## src/rtl/relu_maxpool_stream_if.sv

```systemverilog
// Handshake bundle between the convolution array, the ReLU/max-pool stage and the serial consumer.
// The parallel map enters as one word per element; pooled results leave one word per handshake.
interface relu_maxpool_stream_if #(
  parameter int map_size = 3
);
  localparam int N_ELEMS = map_size * map_size;

  logic        in_valid;
  logic        in_ready;
  logic [31:0] in_data [N_ELEMS];
  logic        out_valid;
  logic        out_ready;
  logic [31:0] out_data;
  logic [15:0] out_index;
  logic        out_last;

  modport master (
    output in_valid,
    output in_data,
    output out_ready,
    input  in_ready,
    input  out_valid,
    input  out_data,
    input  out_index,
    input  out_last
  );

  modport slave (
    input  in_valid,
    input  in_data,
    input  out_ready,
    output in_ready,
    output out_valid,
    output out_data,
    output out_index,
    output out_last
  );
endinterface

```

## src/rtl/relu_maxpool_stream.sv

```systemverilog
// Captures one convolution feature map, then walks each pooling window one element per cycle,
// keeping a signed running maximum seeded with 0 so the result is ReLU(max(window)).
module relu_maxpool_stream #(
  parameter int map_size    = 3,
  parameter int pool_size   = 2,
  parameter int pool_stride = 1
) (
  input  logic                  clk,
  input  logic                  reset_n,
  relu_maxpool_stream_if.slave  bus
);

  localparam int N_ELEMS  = map_size * map_size;
  localparam int OUT_SIZE = (map_size - pool_size) / pool_stride + 1;
  localparam int ADDR_W   = (N_ELEMS > 1) ? $clog2(N_ELEMS) : 1;
  localparam int CNT_W    = $clog2(map_size + 1);

  localparam logic [CNT_W-1:0] LAST_WIN = CNT_W'(OUT_SIZE - 1);
  localparam logic [CNT_W-1:0] LAST_K   = CNT_W'(pool_size - 1);

  localparam logic [1:0] ST_IDLE = 2'd0;
  localparam logic [1:0] ST_SCAN = 2'd1;
  localparam logic [1:0] ST_EMIT = 2'd2;

  logic [1:0]       state_reg, state_next;
  logic [CNT_W-1:0] wr_reg, wr_next;
  logic [CNT_W-1:0] wc_reg, wc_next;
  logic [CNT_W-1:0] kr_reg, kr_next;
  logic [CNT_W-1:0] kc_reg, kc_next;
  logic [31:0]      acc_reg, acc_next;
  logic             in_ready_reg, in_ready_next;
  logic             out_valid_reg, out_valid_next;
  logic [31:0]      out_data_reg, out_data_next;
  logic [15:0]      out_index_reg, out_index_next;
  logic             out_last_reg, out_last_next;
  logic             capture;

  logic [31:0]      map_reg [N_ELEMS];

  int               elem_row;
  int               elem_col;
  logic [ADDR_W-1:0] elem_addr;
  logic [31:0]      elem;
  logic [31:0]      acc_max;
  logic             window_done;
  logic             win_last;
  logic [15:0]      win_index;

  // Map storage is deliberately left out of reset; it is always rewritten before use.
  generate
    for (genvar gi = 0; gi < N_ELEMS; gi++) begin : g_map
      always_ff @(posedge clk) begin
        if (capture) begin
          map_reg[gi] <= bus.in_data[gi];
        end
      end
    end
  endgenerate

  always_comb begin
    elem_row    = int'(wr_reg) * pool_stride + int'(kr_reg);
    elem_col    = int'(wc_reg) * pool_stride + int'(kc_reg);
    elem_addr   = ADDR_W'(elem_row * map_size + elem_col);
    elem        = map_reg[elem_addr];
    acc_max     = ($signed(elem) > $signed(acc_reg)) ? elem : acc_reg;
    window_done = (kr_reg == LAST_K) && (kc_reg == LAST_K);
    win_last    = (wr_reg == LAST_WIN) && (wc_reg == LAST_WIN);
    win_index   = 16'(int'(wr_reg) * OUT_SIZE + int'(wc_reg));
  end

  always_comb begin
    state_next     = state_reg;
    wr_next        = wr_reg;
    wc_next        = wc_reg;
    kr_next        = kr_reg;
    kc_next        = kc_reg;
    acc_next       = acc_reg;
    in_ready_next  = in_ready_reg;
    out_valid_next = out_valid_reg;
    out_data_next  = out_data_reg;
    out_index_next = out_index_reg;
    out_last_next  = out_last_reg;
    capture        = 1'b0;

    case (state_reg)
      ST_IDLE: begin
        if (bus.in_valid && in_ready_reg) begin
          capture       = 1'b1;
          wr_next       = '0;
          wc_next       = '0;
          kr_next       = '0;
          kc_next       = '0;
          acc_next      = '0;
          in_ready_next = 1'b0;
          state_next    = ST_SCAN;
        end
      end

      ST_SCAN: begin
        acc_next = acc_max;
        if (kc_reg == LAST_K) begin
          kc_next = '0;
          kr_next = kr_reg + 1'b1;
        end else begin
          kc_next = kc_reg + 1'b1;
        end
        // The last element's contribution goes straight into the output register.
        if (window_done) begin
          kr_next        = '0;
          kc_next        = '0;
          state_next     = ST_EMIT;
          out_valid_next = 1'b1;
          out_data_next  = acc_max;
          out_index_next = win_index;
          out_last_next  = win_last;
        end
      end

      ST_EMIT: begin
        if (bus.out_ready) begin
          out_valid_next = 1'b0;
          if (out_last_reg) begin
            in_ready_next = 1'b1;
            state_next    = ST_IDLE;
          end else begin
            if (wc_reg == LAST_WIN) begin
              wc_next = '0;
              wr_next = wr_reg + 1'b1;
            end else begin
              wc_next = wc_reg + 1'b1;
            end
            acc_next   = '0;
            kr_next    = '0;
            kc_next    = '0;
            state_next = ST_SCAN;
          end
        end
      end

      default: begin
        state_next     = ST_IDLE;
        in_ready_next  = 1'b1;
        out_valid_next = 1'b0;
      end
    endcase
  end

  always_ff @(posedge clk) begin
    if (!reset_n) begin
      state_reg     <= ST_IDLE;
      wr_reg        <= '0;
      wc_reg        <= '0;
      kr_reg        <= '0;
      kc_reg        <= '0;
      acc_reg       <= '0;
      in_ready_reg  <= 1'b1;
      out_valid_reg <= 1'b0;
      out_data_reg  <= '0;
      out_index_reg <= '0;
      out_last_reg  <= 1'b0;
    end else begin
      state_reg     <= state_next;
      wr_reg        <= wr_next;
      wc_reg        <= wc_next;
      kr_reg        <= kr_next;
      kc_reg        <= kc_next;
      acc_reg       <= acc_next;
      in_ready_reg  <= in_ready_next;
      out_valid_reg <= out_valid_next;
      out_data_reg  <= out_data_next;
      out_index_reg <= out_index_next;
      out_last_reg  <= out_last_next;
    end
  end

  assign bus.in_ready  = in_ready_reg;
  assign bus.out_valid = out_valid_reg;
  assign bus.out_data  = out_data_reg;
  assign bus.out_index = out_index_reg;
  assign bus.out_last  = out_last_reg;

endmodule
```

## src/flat_wrapper.sv

```systemverilog
// flat-port wrapper written by rule: the top's interface ports become plain ports
module relu_maxpool_stream_flat 
#(
  parameter int map_size    = 3,
  parameter int pool_size   = 2,
  parameter int pool_stride = 1
)
  (clk, reset_n, bus_in_valid, bus_in_data, bus_out_ready, bus_in_ready, bus_out_valid, bus_out_data, bus_out_index, bus_out_last);
  relu_maxpool_stream_if #(.map_size(map_size)) bus_i ();
  input  logic clk;
  input  logic reset_n;
  input wire logic [$bits(bus_i.in_valid)-1:0] bus_in_valid;
  input wire logic [$bits(bus_i.in_data)-1:0] bus_in_data;
  input wire logic [$bits(bus_i.out_ready)-1:0] bus_out_ready;
  output wire logic [$bits(bus_i.in_ready)-1:0] bus_in_ready;
  output wire logic [$bits(bus_i.out_valid)-1:0] bus_out_valid;
  output wire logic [$bits(bus_i.out_data)-1:0] bus_out_data;
  output wire logic [$bits(bus_i.out_index)-1:0] bus_out_index;
  output wire logic [$bits(bus_i.out_last)-1:0] bus_out_last;
  assign bus_i.in_valid = bus_in_valid;
  assign bus_i.in_data = {>>{bus_in_data}};
  assign bus_i.out_ready = bus_out_ready;
  assign bus_in_ready = bus_i.in_ready;
  assign bus_out_valid = bus_i.out_valid;
  assign bus_out_data = bus_i.out_data;
  assign bus_out_index = bus_i.out_index;
  assign bus_out_last = bus_i.out_last;
  relu_maxpool_stream #(.map_size(map_size), .pool_size(pool_size), .pool_stride(pool_stride)) u_core (.clk(clk), .reset_n(reset_n), .bus(bus_i));
endmodule
```

## config.mk

```make
export PLATFORM = sky130hd
export DESIGN_NAME = relu_maxpool_stream_flat
export DESIGN_NICKNAME = d
export VERILOG_FILES = /design/src/rtl/relu_maxpool_stream_if.sv /design/src/rtl/relu_maxpool_stream.sv /design/src/flat_wrapper.sv
export SDC_FILE = /design/constraint.sdc
export NUM_CORES = 1
export LEC_CHECK = 0
export BUFFER_PORTS_ARGS = -buffer_cell sky130_fd_sc_hd__buf_2
export CAP_MARGIN = 20
export CORE_ASPECT_RATIO = 1.75
export CORE_MARGIN = 2
export CORE_UTILIZATION = 31
export CTS_BUF_LIST = sky130_fd_sc_hd__clkbuf_8
export DETAILED_ROUTE_END_ITERATION = 10
export HOLD_SLACK_MARGIN = 0.1
export PLACE_DENSITY = 0.49
export SETUP_SLACK_MARGIN = 0.5
export SYNTH_ARGS = -nofsm -noshare
export SYNTH_HDL_FRONTEND = slang
export SYNTH_SLANG_ARGS = --single-unit
```

## constraint.sdc

```tcl
create_clock -name clk -period 38.2 [get_ports clk]
set_input_delay 3.82 -clock clk [delete_from_list [all_inputs] [get_ports clk]]
set_output_delay 3.82 -clock clk [all_outputs]
set_load 0.02 [all_outputs]
```

==> impl_results.md <==
- Status: completed
- CTS Hold Buffers Added: 0
- Ranking of synthesized cells by area: edfxtp_1 57%, dfxtp_1 11%, mux4_2 9.5%, mux2i_1 4.2%, ha_1 3.5%
- Ratio of cells with drive above 1 in the final layout: 36.91%
- Worst-path clk slew: 70 ps
- Int Power: 0.6835 mW
- DR iter-0 viols: approximately 430
- CTS resizes: 0
- Post-layout minimum cycle time: 7113 ps
- Initial antenna violation count: 7
- PD cells: slightly below 50 nW/um^2
- Min-delay worst type: reg -> reg
- Final Power: around 0.91 mW
- Crit path max fanout: 36
- Top Ports: 343
- Sequential Power Share: 51.4%
- Die X: 171.0 um
- Worst setup path category: reg -> reg
- Die height: 296.3 um
- Final instance area: 18590 um^2
- Slew headroom: 30.42%
- Gr ovfl total: 0
- Max-Cap Viols: 0
- GR Util met3: 3.270%
- RSZ-0062 raised after global routing: false
- Placed inst area: between 15000 and 20000 um^2
- Cell taking the most area after synthesis: edfxtp_1
- H-tree depth: 2
- Maximum clock rate: 0.1406 GHz
- Max clock buf depth: 3
- Routed wire length: about 40 mm
- DP HPWL: 27.21 mm
- Std-Cell Rows: 107
- Syn_area_per_cell: ~16 um^2
- Synth cell count leaders: 288 x edfxtp_1, 81 x dfxtp_1, 79 x a21oi_1
- GR Util met2: 29.34%
- Fin. max-slew vios: 0
- Top-count cell post-synth: edfxtp_1
- Post-layout net count: 1625
- Number of setup buffers added after CTS: 0
- Max VDD drop: 0.00003027 V
- Clock network power share: between 30% and 40%
- Filler cells: roughly 4700
- TritonCTS buffer count: 57
- Largest net degree at the start of global routing: 84
- Finished Core Util: about two fifths
- Overall routing resource usage: 15.52%
- Tightest Pin Transition: 1044 ps
- Vias per Instance: about 4.6
- Busiest grt layer: met2
- Post-route insts no fill: 1992
- Seq/Total Area, Yosys: 67.87%
- Worst path required time: 38760 ps
- Worst-skew pair later-pin latency: 620 ps
- Final ANT Viol Nets: 0
- Worst EP arrival: 7670 ps
- Final GP Congestion: 0.7424
- Cells after DPL: approximately 1900
- P_sw: roughly 0.23 mW
- Leak: 7.246 nW
- Ys flop type: edfxtp_1
- CP Launch Type: register
- DR DRC count: 0
- Final Cycle Share: between 10% and 20%
- Die ar.: 50670 um^2
- Core region area: between 40000 and 50000 um^2
- Hold Fails Final Rpt: 0
- Critical path endpoint category: register
- Worst Clk Skew: 18.46 ps
- WL/cell: 19.61 um
- Asr flop ratio synth: 0%
- CTS root buf: clkbuf_8
- Drt first pass iters: 4
- PortBufs: 330
- First-pass GRT wire length: 57.90 mm
- Sw Share: roughly 25%
- Comb power frac: 12.2%
- Met1 Track Usage GR: 16.43%
- Synthesized area: 15130 um^2
- Number of global-route vias before repair: 9923
- DR vias: roughly 9100
- Yosys cell types: 43
- Max reg flops: 288
- Mapped Cells: 938
- Initial Util: 31.22%
- CTS tree: done
- Warning count from the yosys run: 0
- Clock sink count: 369
- Post-synth top area share: 57.15%
- Synth Register Bits: ~370
- TNS Setup: 0 ps
- Syn-to-layout area delta: 22.82%
- Endpoints failing setup: 0
- Post-synth EDFFs: 288
cells by family (layout without fill, tap and decap cells):
logic type	after synthesis	in the layout	share of synthesized area [%]
simple gates	106	106	3.216
xor+xnor	2	2	0.1158
other cells	1	17	0.02478
fa+ha+maj	46	46	4.002
mux	128	128	13.76
buf+inv	110	494	3.597
flops	369	369	67.87
compound gates	176	176	7.417
power by group through the flow:
stage | Clock [mW] | Sequential [mW] | Combinational [mW]
2_1_floorplan | 0 | 0.496 | 0.0773
3_3_place_gp | 0 | 0.476 | 0.114
3_5_place_dp | 0 | 0.477 | 0.114
4_1_cts | 0.347 | 0.469 | 0.115
5_1_grt | 0.361 | 0.471 | 0.124
6_report | 0.332 | 0.469 | 0.111
cell usage in the layout (no fill, tap or decap), drive strengths merged, types with 6 or more instances in the layout:
cell / Yosys / final
inv: 47 / 66
nand2: 36 / 36
dfxtp: 81 / 81
ha: 42 / 42
nand4: 6 / 6
mux4: 64 / 64
clkinv: 0 / 20
a21boi: 8 / 8
o21ai: 45 / 45
buf: 32 / 342
mux2i: 64 / 64
a21oi: 79 / 79
nor2: 38 / 38
clkbuf: 31 / 60
conb: 1 / 12
edfxtp: 288 / 288
a32o: 33 / 33
layer usage:
layer  up-vias  part of all wire [%]
met3        82                   5.3
met5         -                 0.059
met1      4392                    36
li1       4331                     -
met2       276                    55
met4         4                   3.7
per-stage QoR:
step / hold WS (ps) / setup slack [ps]
6_report: 454.0 / 31090
5_1_grt: 478.3 / 30540
2_1_floorplan: 425.4 / 5745
3_5_place_dp: 450.3 / 30940
3_3_place_gp: 437.7 / 31030
4_1_cts: 460.1 / 30910
cell type report:
cell class | instances | area [um^2] | share of cell area (%)
Multi-Input combinational cell | 470 | 4429 | 23.83
Clock buffer | 60 | 825.8 | 4.443
Inverter | 47 | 176.4 | 0.9492
Clock inverter | 45 | 311.5 | 1.676
Sequential cell | 369 | 10270 | 55.26
Antenna cell | 5 | 12.51 | 0.06732
Tap cell | 654 | 818.3 | 4.403
Timing Repair Buffer | 342 | 1742 | 9.371
final timing paths:
| check | from | to | slack [ps] | depth (start not counted) |
|---|---|---|---|---|
| setup reg to reg | u_core.wr_reg[0] | u_core.acc_reg[22] | 31090 | 18 |
| hold / removal | u_core.kr_reg[1] | u_core.kr_reg[1] | 450 | 2 |
| hold reg to reg | u_core.kr_reg[1] | u_core.kr_reg[1] | 450 | 2 |
| setup / recovery | u_core.wr_reg[0] | u_core.acc_reg[22] | 31090 | 18 |
worst max-delay path: stages (launching register included):
cell and delay [ps]:
dfxtp_1 400, ha_1 170, inv_1 40, fa_1 460, ha_1 340, fa_1 530, fa_4 1430, mux2i_1 320
a21oi_1 190, ha_1 460, nand4_1 170, nor4_1 270, nand2_1 150, a32o_1 250, a211oi_4 220, buf_4 550
and3_1 510, buf_4 370, a32o_1 170
(Power assumes the default switching activity.)
